**src/rtl/imm_decode_sequencer_if.sv**
```systemverilog
// Handshake and data bundle for imm_decode_sequencer.
// slave is the decoder's view; master is the driver/consumer view.
interface imm_decode_sequencer_if;
  logic        in_valid;
  logic        in_ready;
  logic [31:0] instr;
  logic        unsigned_mode;
  logic        out_valid;
  logic        out_ready;
  logic [31:0] imm_out;
  logic [2:0]  imm_fmt;
  logic        illegal;
  logic        trap_clear;

  modport master (
    output in_valid, instr, unsigned_mode, out_ready, trap_clear,
    input  in_ready, out_valid, imm_out, imm_fmt, illegal
  );

  modport slave (
    input  in_valid, instr, unsigned_mode, out_ready, trap_clear,
    output in_ready, out_valid, imm_out, imm_fmt, illegal
  );
endinterface

```
**src/rtl/imm_decode_sequencer.sv**
```systemverilog
// RV32I immediate decoder feeding a 2-entry output FIFO.
// Optional macro IMM_TRAP_EN: an accepted illegal instruction stalls input until trap_clear.
module imm_decode_sequencer (
  input  logic                    clk,
  input  logic                    rst,
  imm_decode_sequencer_if.slave   bus
);

  typedef enum logic {RUN = 1'b0, TRAP = 1'b1} state_e;
  typedef enum logic [2:0] {
    FMT_NONE = 3'd0, FMT_I = 3'd1, FMT_S = 3'd2,
    FMT_B    = 3'd3, FMT_U = 3'd4, FMT_J = 3'd5
  } fmt_e;

  state_e      state_q, state_d;
  logic [1:0]  count_q, count_d;
  logic        wptr_q, rptr_q;
  logic [31:0] imm_mem_q [2];
  logic [2:0]  fmt_mem_q [2];
  logic        ill_mem_q [2];

  logic [31:0] dec_imm;
  fmt_e        dec_fmt;
  logic        dec_ill;
  logic        in_ready_w, out_valid_w, push, pop;

  // Instruction decode
  always_comb begin
    dec_imm = '0;
    dec_fmt = FMT_NONE;
    dec_ill = 1'b0;
    if (bus.instr[1:0] != 2'b11) begin
      dec_ill = 1'b1;
    end else begin
      unique case (bus.instr[6:2])
        5'b00100, 5'b00000: begin
          dec_fmt = FMT_I;
          dec_imm = {{20{bus.instr[31] & ~bus.unsigned_mode}}, bus.instr[31:20]};
        end
        5'b11001: begin
          dec_fmt = FMT_I;
          dec_imm = {{20{bus.instr[31]}}, bus.instr[31:20]};
        end
        5'b01000: begin
          dec_fmt = FMT_S;
          dec_imm = {{20{bus.instr[31]}}, bus.instr[31:25], bus.instr[11:7]};
        end
        5'b11000: begin
          dec_fmt = FMT_B;
          dec_imm = {{19{bus.instr[31] & ~bus.unsigned_mode}}, bus.instr[31], bus.instr[7],
                     bus.instr[30:25], bus.instr[11:8], 1'b0};
        end
        5'b01101, 5'b00101: begin
          dec_fmt = FMT_U;
          dec_imm = {bus.instr[31:12], 12'd0};
        end
        5'b11011: begin
          dec_fmt = FMT_J;
          dec_imm = {{11{bus.instr[31]}}, bus.instr[31], bus.instr[19:12], bus.instr[20],
                     bus.instr[30:21], 1'b0};
        end
        5'b01100, 5'b00011, 5'b11100: dec_fmt = FMT_NONE;
        default: dec_ill = 1'b1;
      endcase
    end
  end

  assign in_ready_w  = (count_q != 2'd2) && (state_q == RUN);
  assign out_valid_w = (count_q != 2'd0);
  assign push        = bus.in_valid & in_ready_w;
  assign pop         = out_valid_w & bus.out_ready;

  // State and FIFO registers
  always_ff @(posedge clk or posedge rst) begin
    if (rst) begin
      state_q <= RUN;
      count_q <= '0;
      wptr_q  <= 1'b0;
      rptr_q  <= 1'b0;
      for (int unsigned i = 0; i < 2; i++) begin
        imm_mem_q[i] <= '0;
        fmt_mem_q[i] <= '0;
        ill_mem_q[i] <= 1'b0;
      end
    end else begin
      state_q <= state_d;
      count_q <= count_d;
      if (push) begin
        imm_mem_q[wptr_q] <= dec_imm;
        fmt_mem_q[wptr_q] <= dec_fmt;
        ill_mem_q[wptr_q] <= dec_ill;
        wptr_q            <= ~wptr_q;
      end
      if (pop) rptr_q <= ~rptr_q;
    end
  end

  // Next-state
  always_comb begin
    state_d = state_q;
    count_d = count_q;
    unique case ({push, pop})
      2'b10:   count_d = count_q + 2'd1;
      2'b01:   count_d = count_q - 2'd1;
      default: count_d = count_q;
    endcase
`ifdef IMM_TRAP_EN
    unique case (state_q)
      RUN:  if (push && dec_ill) state_d = TRAP;
      TRAP: if (bus.trap_clear && (count_q == 2'd0)) state_d = RUN;
      default: state_d = RUN;
    endcase
`else
    state_d = RUN;
`endif
  end

`ifndef IMM_TRAP_EN
  logic unused_trap_clear;
  assign unused_trap_clear = bus.trap_clear;
`endif

  // Outputs: head fields are forced to zero while the FIFO is empty
  always_comb begin
    bus.in_ready  = in_ready_w;
    bus.out_valid = out_valid_w;
    bus.imm_out   = '0;
    bus.imm_fmt   = '0;
    bus.illegal   = 1'b0;
    if (out_valid_w) begin
      bus.imm_out = imm_mem_q[rptr_q];
      bus.imm_fmt = fmt_mem_q[rptr_q];
      bus.illegal = ill_mem_q[rptr_q];
    end
  end

endmodule

```
**src/flat_wrapper.sv**
```systemverilog
// flat-port wrapper written by rule: the top's interface ports become plain ports
module imm_decode_sequencer_flat 
  (clk, rst, bus_in_valid, bus_instr, bus_unsigned_mode, bus_out_ready, bus_trap_clear, bus_in_ready, bus_out_valid, bus_imm_out, bus_imm_fmt, bus_illegal);
  imm_decode_sequencer_if bus_i ();
  input  logic clk;
  input  logic rst;
  input wire logic [$bits(bus_i.in_valid)-1:0] bus_in_valid;
  input wire logic [$bits(bus_i.instr)-1:0] bus_instr;
  input wire logic [$bits(bus_i.unsigned_mode)-1:0] bus_unsigned_mode;
  input wire logic [$bits(bus_i.out_ready)-1:0] bus_out_ready;
  input wire logic [$bits(bus_i.trap_clear)-1:0] bus_trap_clear;
  output wire logic [$bits(bus_i.in_ready)-1:0] bus_in_ready;
  output wire logic [$bits(bus_i.out_valid)-1:0] bus_out_valid;
  output wire logic [$bits(bus_i.imm_out)-1:0] bus_imm_out;
  output wire logic [$bits(bus_i.imm_fmt)-1:0] bus_imm_fmt;
  output wire logic [$bits(bus_i.illegal)-1:0] bus_illegal;
  assign bus_i.in_valid = bus_in_valid;
  assign bus_i.instr = bus_instr;
  assign bus_i.unsigned_mode = bus_unsigned_mode;
  assign bus_i.out_ready = bus_out_ready;
  assign bus_i.trap_clear = bus_trap_clear;
  assign bus_in_ready = bus_i.in_ready;
  assign bus_out_valid = bus_i.out_valid;
  assign bus_imm_out = bus_i.imm_out;
  assign bus_imm_fmt = bus_i.imm_fmt;
  assign bus_illegal = bus_i.illegal;
  imm_decode_sequencer u_core (.clk(clk), .rst(rst), .bus(bus_i));
endmodule
```
**config.mk**
```make
export PLATFORM = sky130hd
export DESIGN_NAME = imm_decode_sequencer_flat
export DESIGN_NICKNAME = d
export VERILOG_FILES = /design/src/rtl/imm_decode_sequencer_if.sv /design/src/rtl/imm_decode_sequencer.sv /design/src/flat_wrapper.sv
export SDC_FILE = /design/constraint.sdc
export NUM_CORES = 1
export LEC_CHECK = 0
export CAP_MARGIN = 20
export CELL_PAD_IN_SITES_DETAIL_PLACEMENT = 0
export CELL_PAD_IN_SITES_GLOBAL_PLACEMENT = 1
export CORE_MARGIN = 1.5
export CORE_UTILIZATION = 42
export DETAILED_ROUTE_END_ITERATION = 10
export GPL_ROUTABILITY_DRIVEN = 1
export HOLD_SLACK_MARGIN = 0.08
export PLACE_DENSITY = 0.89
export RECOVER_POWER = 25
export SYNTH_ARGS = -nofsm -noshare
export SYNTH_HDL_FRONTEND = slang
export SYNTH_SLANG_ARGS = --single-unit
```
**constraint.sdc**
```tcl
create_clock -name clk -period 2.7 [get_ports clk]
set_input_delay 0.54 -clock clk [delete_from_list [all_inputs] [get_ports clk]]
set_output_delay 0.54 -clock clk [all_outputs]
set_load 0.01 [all_outputs]
```
# After elaboration in Yosys (flattened, before gate mapping)
# Cells that the tools add are included.
[totals] register_bits=76 out_inout_bits=38
[classes] add_sub_neg=2 magnitude_cmp=3 eq_ne=14 mux=28 bitwise_logic=8 n_reduce_logical=8
[ops] cell="$mux 32" count=6
[ops] cell="$pmux 32 s6" count=1
[ops] cell="$bwmux 64" count=1
[ops] cell="$demux 32 s1" count=1
[ops] cell="$eq 5x5->1 const B" count=4
[ops] cell="$mux 3" count=6
[ops] cell="$eq 5x4->1 const B" count=3
[ops] cell="$pmux 3 s5" count=1
[ops] cell="$reduce_or 11->1" count=1
[ops] cell="$eq 5x3->1 const B" count=2
[ops] cell="$mux 1" count=7
[ops] cell="$bwmux 6" count=1
[ops] cell="$eq 5x2->1 const B" count=1
[ops] cell="$logic_not 5->1" count=1
[ops] cell="$ge 2x2->1 const B" count=2
[ops] cell="$ne 2x2->1 const B" count=2
[ops] cell="$not 1->2" count=2
[ops] cell="$pmux 2 s2" count=1
[ops] cell="$reduce_bool 2->1" count=2
[ops] cell="$reduce_or 2->1" count=2
[ops] cell="$and 1x1->1" count=3
[ops] cell="$demux 3 s1" count=1
[ops] cell="$not 1->1" count=3
[ops] cell="$reduce_or 3->1" count=1
[ops] cell="other kinds (8)" count=8

# Longest topological paths before layout
# Gate-level depths: netlist of the first run.
[logic_depth] depth_word=6 mapped_depth=7

# Worst setup path after synthesis of the first run
# No wires, ideal clock.
[synth_timing] kind="flip-flop to flip-flop" startpoint="register u_core.count_q[1]" endpoint="register u_core.count_q[1]" setup_ps=79 t_arrival_ps=1685 required_ps=2621 setup_slack_ps=935 path_stages_with_launch=7 cell_sequence="dfrtp_1 nor2_1 inv_1 and2_1 ha_1 nor2_1 xor2_1"
[synth_between] elab_chain_cells=4
[synth_rtl] item="start: declaration" line="imm_decode_sequencer.sv:16" source="logic [1:0] count_q, count_d;"
[synth_rtl] item="start signal: assignment" line="imm_decode_sequencer.sv:87" source="count_q <= count_d;"
[synth_rtl] item="$reduce_bool 2->1 *" line="imm_decode_sequencer.sv:69" source="assign out_valid_w = (count_q != 2'd0);"
[synth_rtl] item="via bus_out_valid" line="flat_wrapper.sv:13" source="output wire logic [$bits(bus_i.out_valid)-1:0] bus_out_valid;"
[synth_rtl] item="$and 1x1->1 *" line="imm_decode_sequencer.sv:71" source="assign pop = out_valid_w & bus.out_ready;"
[synth_rtl] item="via u_core.pop" line="imm_decode_sequencer.sv:25" source="logic in_ready_w, out_valid_w, push, pop;"
[synth_rtl] item="$eq 2x1->1 or $eq 2x2->1 (tied branches)" line="imm_decode_sequencer.sv:102" source="unique case ({push, pop})"
[synth_rtl] item="$pmux 2 s2 or $reduce_bool 2->1 (tied branches)"
# The timed path passes the listed nets; every way through them passes the cells marked *.
# A chain may end at the register's enable or synchronous reset.

# Worst setup path after layout of the first run
[layout_timing] startpoint="register u_core.rptr_q" endpoint="output port bus_imm_out[11]"
[layout_between] elab_chain_cells=5
[layout_rtl] item="start: declaration" line="imm_decode_sequencer.sv:17" source="logic wptr_q, rptr_q;"
[layout_rtl] item="start signal: assignment" line="imm_decode_sequencer.sv:94" source="if (pop) rptr_q <= ~rptr_q;"
[layout_rtl] item="$not 1->2 (not written as such)" line="imm_decode_sequencer.sv:131" source="bus.imm_out = imm_mem_q[rptr_q];"
[layout_rtl] item="$mux 32 (not written as such) (3 in series)" line="imm_decode_sequencer.sv:131"
[layout_rtl] item="$mux 32" line="imm_decode_sequencer.sv:130" source="if (out_valid_w) begin"
[layout_rtl] item="end: declaration" line="flat_wrapper.sv:14" source="output wire logic [$bits(bus_i.imm_out)-1:0] bus_imm_out;"
# Every way passes these cells. The select of a mux whose other input is x is not followed.

==> summary.md, run 1 <==
| Metric | Value |
|---|---|
| Number of clock buffers inserted by TritonCTS | 9 |
| Buffers on Ports | 74 |
| Portion of the post-synthesis area used by sequential elements | 0.436 |
| Via count of the first global-routing pass | ~3400 |
| Leakage component of the power | between 2 and 2.5 nW |
| Clk sink count | between 70 and 80 |
| Max-cap viol count | 1 |
| Std-Cell Core Area | about 0.010 mm2 |
| Synth top area share | 0.436 |
| Worst clock skew | around 0.0052 ns |
| Clock Tree Buf Depth | 2 |
| Global-route wire length before repair | around 17000 um |
| Achievable Freq | about 410 MHz |
| Post-synthesis average cell area | between 10 and 15 um2 |
| Clock tree from TritonCTS | yes |
| ANT cells | 0 |
| Data arrival time of the critical path | between 1.5 and 2 ns |
| Residual DRC count | 0 |
| Post-CTS setup buffer count | 0 |
| Number of flops mapped to enable cells by yosys | 0 |
| Ys Warns | 0 |
| Most frequent cells in the layout | 75 x dfrtp_1, 74 x clkdlybuf4s50_1, 67 x nand2_1 |
| Most used DFF post-synth | dfrtp_1 |
| Synthesis-to-layout area growth | 24.1% |
| Final setup violation count | 0 |
| Synthesized flop and latch total | 76 |
| Starting DRT DRC Count | between 150 and 200 |
| Unrepaired setup endpoints after global routing | no |
| Tot GR Track Use | 0.202 |
| Total power per unit cell area | 618 mW/mm2 |
| Clock input transition at the sequential cells of the worst setup and hold paths | roughly 0.070 ns |
| Proportion of layout cells with a drive suffix above 1 | 0.226 |
| Slew headroom | -0.118 |
| Worst hold path type | flop to flop |
| Detailed-route via count | 3391 |
| Maximum VDD drop | between 300 and 400 uV |
| Min Tclk post-route | between 2 and 2.5 ns |
| Worst Tran Pin Value | between 1.5 and 2 ns |
| Final nets | roughly 530 |
| Via density per instance | approximately 5.4 |
| Antenna-violating nets left | 0 |
| Worst-path maximum fanout | 21 |
| DP Wirelength | between 7000 and 8000 um |
| Required arrival time at the worst endpoint | ~2.2 ns |
| Total non-filler cell area in the finished layout | 0.00542 mm2 |
| Number of instances in the synthesized netlist | approximately 410 |
| Critical Path Source | u_core.rptr_q |
| Total number of H-tree levels | 3 |
| Die H | 105 um |
| Sum of negative setup slack | 0 ns |
| DR WL/cell | around 17 um |
| Standard-cell row count | 37 |
| Run status | complete, but fails checks |
| Hold WS | 0.479 ns |
| Worst-case reg-to-reg path depth | 7 |
| Final Wtd Congestion | approximately 0.9 |
| Sort of element at the end of the critical path | output pin |
| Commonest non-fill, non-tap cell in the layout | dfrtp_1 |
| Horizontal die dimension | ~100 um |
| I/O pin count | 76 |
| Endpoint of the most critical register-to-register path | u_core.count_q[1] |
| Fraction of synthesis flops using an asynchronous set or reset pin | 1.00 |
| Net count of the mapped netlist | 453 |
| Unique cell type count in the Yosys netlist | 55 |
| Maximum number of pins on one net before global-route repair | 77 |
| DRT Wirelength | ~11000 um |
| Cell Area, Placed | between 0.005 and 0.006 mm2 |
| CTS root buf | clkbuf_8 |
| Classification of the worst setup path | flop to output pin |
| Floorplan die area | roughly 0.011 mm2 |
| Initial cell density of the core | 0.429 |
| Hold buffers post-CTS | 0 |
| Mapped Area | between 0.004 and 0.005 mm2 |
| Number of antenna violations at the first check in global routing | 0 |
| Cell types with the largest area share after synthesis | dfrtp_1 44%, o31ai_2 8.6%, mux2i_1 8.3% |
| Violations in the final reports | capacitance limit, slew limit |
| Max-slew violation count | 77 |
| Number of iterations in the first detailed-routing pass | 5 |
| Fin crit share | 0.902 |
| Final hold violation count | 0 |
| Critical path startpoint category | flop |
| R2r setup slk | 0.93 ns |
| Origin of the critical flop-to-flop path | u_core.count_q[1] |
| Critical path capture point | bus_imm_out[11] |
| Number of resized instances in the post-cts repair step | 0 |
| Total gr overflow | 0 |
| Clock latency at the later pin of the worst-skew pair | roughly 0.35 ns |
| Post-synth top area cell | dfrtp_1 |
area by class of cell:
class / count / area, um2
Clock buffer: 9 / 124
Clock inverter: 7 / 67.6
Fill cell: 952 / 4770
Inverter: 5 / 18.8
Multi-Input combinational cell: 299 / 2240
Sequential cell: 76 / 1900
Tap cell: 136 / 170
Timing Repair Buffer: 95 / 896
flip-flops by register name, indices dropped and copies added (netlist names):
| signal | count |
|---|---|
| u_core.count_q | 2 |
| u_core.wptr_q | 1 |
| u_core.imm_mem_q | 64 |
| u_core.fmt_mem_q | 6 |
| u_core.rptr_q | 1 |
| u_core.ill_mem_q | 2 |
worst min-delay path by stage:
stage / start / endpoint / slack [ns] / cells past startpoint
floorplan: u_core.fmt_mem_q[5] / u_core.fmt_mem_q[5] / 0.45 / 2
detailed placement: u_core.imm_mem_q[1] / u_core.imm_mem_q[1] / 0.47 / 2
global route: u_core.imm_mem_q[35] / u_core.imm_mem_q[35] / 0.50 / 2
finish: u_core.imm_mem_q[2] / u_core.imm_mem_q[2] / 0.48 / 2
CTS: u_core.imm_mem_q[43] / u_core.imm_mem_q[43] / 0.48 / 2
global placement: u_core.imm_mem_q[43] / u_core.imm_mem_q[43] / 0.46 / 2
per-layer routing:
| metal | vias to the layer above | routed length, um | global-route usage |
|---|---|---|---|
| met5 | - | 0 | 0 |
| met4 | 0 | 108 | 0.0607 |
| met3 | 10 | 733 | 0.0512 |
| met2 | 107 | 4980 | 0.328 |
| met1 | 1642 | 4790 | 0.265 |
| li1 | 1632 | - | - |
cell families (layout without fill, tap and decap cells):
family | Yosys count | after routing | synth area share
simple gates | 145 | 145 | 0.161
compound gates | 99 | 99 | 0.220
flops | 76 | 76 | 0.436
mux | 50 | 50 | 0.119
buf+inv | 39 | 116 | 0.0530
xor+xnor | 4 | 4 | 0.00803
fa+ha+maj | 1 | 1 | 0.00287
synthesized netlist by cell type (3+ instances only):
cell type,n
dfrtp_1,76
nand2_1,67
nor2_1,44
mux2i_1,36
o31ai_2,30
o31ai_1,25
mux2_2,14
buf_2,11
a211oi_2,10
a32oi_1,10
clkbuf_1,10
buf_4,7
buf_6,6
nor3b_2,6
a22oi_1,4
inv_1,4
o21ai_0,4
and2_1,3
nor3_1,3
worst max-delay path: stages, from the launching register on:
cell and delay, ns:
dfrtp_2 0.36, buf_4 0.36, mux2i_1 0.15, nor2_1 0.12, clkdlybuf4s50_1 0.55
power by group:
part	internal, mW	switching, mW
clock network	0.421	0.415
registers	1.24	0.0667
logic	0.492	0.715
total	2.15	1.20
stage by stage:
| stage | power [mW] | instances | utilization | setup slack [ns] |
|---|---|---|---|---|
| 6_report | 3.35 | 627 | 0.532 | 0.264 |
| 5_1_grt | 3.54 | 627 | 0.532 | 0.122 |
| 4_1_cts | 3.39 | 627 | 0.533 | 0.253 |
| 3_5_place_dp | 2.55 | 611 | 0.515 | 0.150 |
| 3_3_place_gp | 2.53 | 611 | 0.515 | 0.231 |
| 2_1_floorplan | 2.13 | 414 | - | 0.222 |
(Power assumes the default switching activity.)
==> inputs of run 2 (changes only) <==
--- a/config.mk
+++ b/config.mk
@@ -9,11 +9,12 @@
 export CELL_PAD_IN_SITES_DETAIL_PLACEMENT = 0
 export CELL_PAD_IN_SITES_GLOBAL_PLACEMENT = 1
 export CORE_MARGIN = 1.5
-export CORE_UTILIZATION = 42
+export CORE_UTILIZATION = 30
 export DETAILED_ROUTE_END_ITERATION = 10
 export GPL_ROUTABILITY_DRIVEN = 1
+export GPL_TIMING_DRIVEN = 0
 export HOLD_SLACK_MARGIN = 0.08
-export PLACE_DENSITY = 0.89
+export PLACE_DENSITY = 0.69
 export RECOVER_POWER = 25
 export SYNTH_ARGS = -nofsm -noshare
 export SYNTH_HDL_FRONTEND = slang
==> run 2 against run 1 <==
Against the previous run: the flow still finishes with violations (capacitance limit, slew limit); critical path type unchanged; critical endpoint unchanged; wire length up 17%; register-to-register slack worse by 0.09 ns; sequential power about the same; critical path depth unchanged.
==> summary.md, run 2 (synthesis gave the netlist of run 1 again) <==
| Metric | Value |
|---|---|
| Largest reg by FF count | u_core.imm_mem_q |
| DR WL/cell | 18.2 um (+7.4%) |
| Min Tclk post-route | 2.54 ns (+0.106 ns) |
| Run status | complete, but fails checks |
| Standard-cell row count | 43 (+16%) |
| Horizontal die dimension | 124 um (+18%) |
| Die H | 124 um (+18%) |
| Worst hold path type | flop to flop |
| Floorplan die area | 0.0153 mm2 (+39%) |
| Via density per instance | 5.08 (-6.1%) |
| DRT Wirelength | 12400 um (+17%) |
| Number of filler instances in the final layout | 1365 (+43%) |
| Via count of the first global-routing pass | 3738 (+9.4%) |
| Placed insts | 667 (+9.2%) |
| Number of iterations in the first detailed-routing pass | 4 (-1) |
| Final std cells w/o fill | 683 (+8.9%) |
| Placement-stage worst setup slack | -0.0715 ns (-0.221 ns) |
| Total number of H-tree levels | 3 (unchanged) |
| Fin crit share | 0.941 (+0.0392) |
| Total power per unit cell area | 656 mW/mm2 (+6.2%) |
| Clock latency at the later pin of the worst-skew pair | 0.33 ns (-0.02 ns) |
| ANT cells | 0 (unchanged) |
| Final hold violation count | 0 (unchanged) |
| Proportion of layout cells with a drive suffix above 1 | 0.225 (-0.00142) |
| Clock Tree Buf Depth | 2 (unchanged) |
| Slew headroom | -0.0373 (+0.0805) |
| Antenna-violating nets left | 0 (unchanged) |
| Worst Tran Pin Value | 1.55 ns (-0.129 ns) |
| Classification of the worst setup path | flop to output pin |
| I/O pin count | 76 (unchanged) |
| Detailed-route via count | 3470 (+2.3%) |
| Startpoint of the most critical hold path | u_core.imm_mem_q[63] |
| Sum of negative setup slack | 0 ns (unchanged) |
| Worst-case setup margin in the final layout | 0.158 ns (-0.106 ns) |
| Std-Cell Core Area | 0.0140 mm2 (+38%) |
| Total non-filler cell area in the finished layout | 0.00562 mm2 (+3.8%) |
| Post-CTS setup buffer count | 0 (unchanged) |
| Synthesis-to-layout area growth | 28.9% |
| Origin of the critical flop-to-flop path | u_core.count_q[0] |
| Hold WS | 0.475 ns (-0.00381 ns) |
| Final setup violation count | 0 (unchanged) |
| Global-route wire length before repair | 20100 um (+15%) |
| Hold buffers post-CTS | 0 (unchanged) |
| Worst clock skew | 0.00246 ns (-0.00278 ns) |
| Number of antenna violations at the first check in global routing | 0 (unchanged) |
| Maximum number of pins on one net before global-route repair | 46 (-40%) |
| Residual DRC count | 0 (unchanged) |
| Final Wtd Congestion | 0.850 (-2.8%) |
| Data arrival time of the critical path | 2.00 ns (+0.10 ns) |
| Unrepaired setup endpoints after global routing | no |
| Tot GR Track Use | 0.174 (-0.0275) |
| CTS root buf | clkbuf_16 |
| Initial cell density of the core | 0.311 (-0.118) |
| Most frequent cells in the layout | 76 x dfrtp_1, 71 x clkdlybuf4s50_1, 67 x nand2_1 |
| Commonest non-fill, non-tap cell in the layout | dfrtp_1 |
| Starting DRT DRC Count | 204 (+16%) |
| Worst-path maximum fanout | 10 (-52%) |
| Required arrival time at the worst endpoint | 2.16 ns (about the same) |
| Max-slew violation count | 32 (-58%) |
| Number of clock buffers inserted by TritonCTS | 9 (unchanged) |
| Critical Path Source | u_core.count_q[1] |
| Leakage component of the power | 2.37 nW (+3.5%) |
| Largest registers in the final layout | u_core.imm_mem_q x64, u_core.fmt_mem_q x6 |
| Clock input transition at the sequential cells of the worst setup and hold paths | 0.05 ns (-0.02 ns) |
| Violations in the final reports | capacitance limit, slew limit |
| Clk sink count | 76 (unchanged) |
| Sort of element at the end of the critical path | output pin |
| Maximum VDD drop | 423 uV (+23%) |
| Clock tree from TritonCTS | yes |
| Final nets | 537 (+2.3%) |
| Total gr overflow | 0 (unchanged) |
| Cell Area, Placed | 0.00534 mm2 (+1.9%) |
| Flip-flop count of the largest register after layout | 64 (unchanged) |
| DP Wirelength | 9250 um (+27%) |
| Max-cap viol count | 1 (unchanged) |
| Critical path startpoint category | flop |
| Achievable Freq | 393 MHz (-4.2%) |
| Buffers on Ports | 72 (-2.7%) |
==> run 2: changes by cell type in the layout (fill, tap and decap cells not counted), moves of 3 or more <==
cell             delta
buf_2               +6
buf_4              -10
buf_6               +6
clkbuf_1           +11
clkbuf_16           +9
clkbuf_2            +3
clkbuf_8            -8
clkdlybuf4s50_1     -3
clkinvlp_4          -3
==> run 2: worst paths after layout <==
| check | endpoint | depth (start not counted) | slack (ns) |
|---|---|---|---|
| max in group asynchronous | u_core.imm_mem_q[26] | 3 | 0.87 |
| hold reg to reg | u_core.imm_mem_q[63] | 2 | 0.48 |
| hold / removal | u_core.imm_mem_q[63] | 2 | 0.48 |
| setup reg to reg | u_core.imm_mem_q[17] | 6 | 0.84 |
| setup / recovery | bus_imm_out[11] | 4 | 0.16 |
| min in group asynchronous | u_core.imm_mem_q[14] | 2 | 1.03 |
==> run 2: area by class of cell <==
cell class / instances / area [um2] / share of cell area
Timing Repair Buffer: 73 / 748 / 0.133
Tap cell: 180 / 225 / 0.0400
Clock buffer: 14 / 254 / 0.0452
Clock inverter: 2 / 10.0 / 0.00178
Multi-Input combinational cell: 299 / 2240 / 0.398
Sequential cell: 76 / 1900 / 0.338
Inverter: 5 / 20.0 / 0.00356
Buffer: 34 / 226 / 0.0403
==> run 2: power breakdown <==
group          switching (mW)  internal (mW)
sequential             0.0725           1.24
combinational           0.772          0.516
clock                   0.445          0.646
total                    1.29           2.40
==> run 2: through the flow <==
| stage | total power, mW | util |
|---|---|---|
| after detailed placement | 2.60 | 0.380 |
| final | 3.69 | 0.401 |
| after floorplan | 2.13 | - |
| after global routing | 3.90 | 0.401 |
| after global placement | 2.58 | 0.378 |
| after CTS | 3.73 | 0.400 |
==> run 2: critical path: stages, from the launching register on <==
cell and delay [ns]:
dfrtp_1 0.44, nor2_4 0.27, clkbuf_2 0.35, nor2_1 0.12, clkdlybuf4s50_1 0.49
==> run 2: routing by layer <==
| layer | global-route usage | up-vias | wire length, um |
|---|---|---|---|
| met2 | 0.283 | 89 | 5860 |
| met4 | 0.0453 | 0 | 131 |
| met5 | 0 | - | 0 |
| met1 | 0.232 | 1702 | 5690 |
| li1 | - | 1669 | - |
| met3 | 0.0444 | 10 | 729 |
==> run 2: what timing repair did <==
| action | CTS | global route |
|---|---|---|
| setup endpoints to repair | 30 | 4 |
| resized for setup | 8 | 1 |
| endpoints found under the hold margin | 0 | 0 |
| cloned | 0 | 0 |
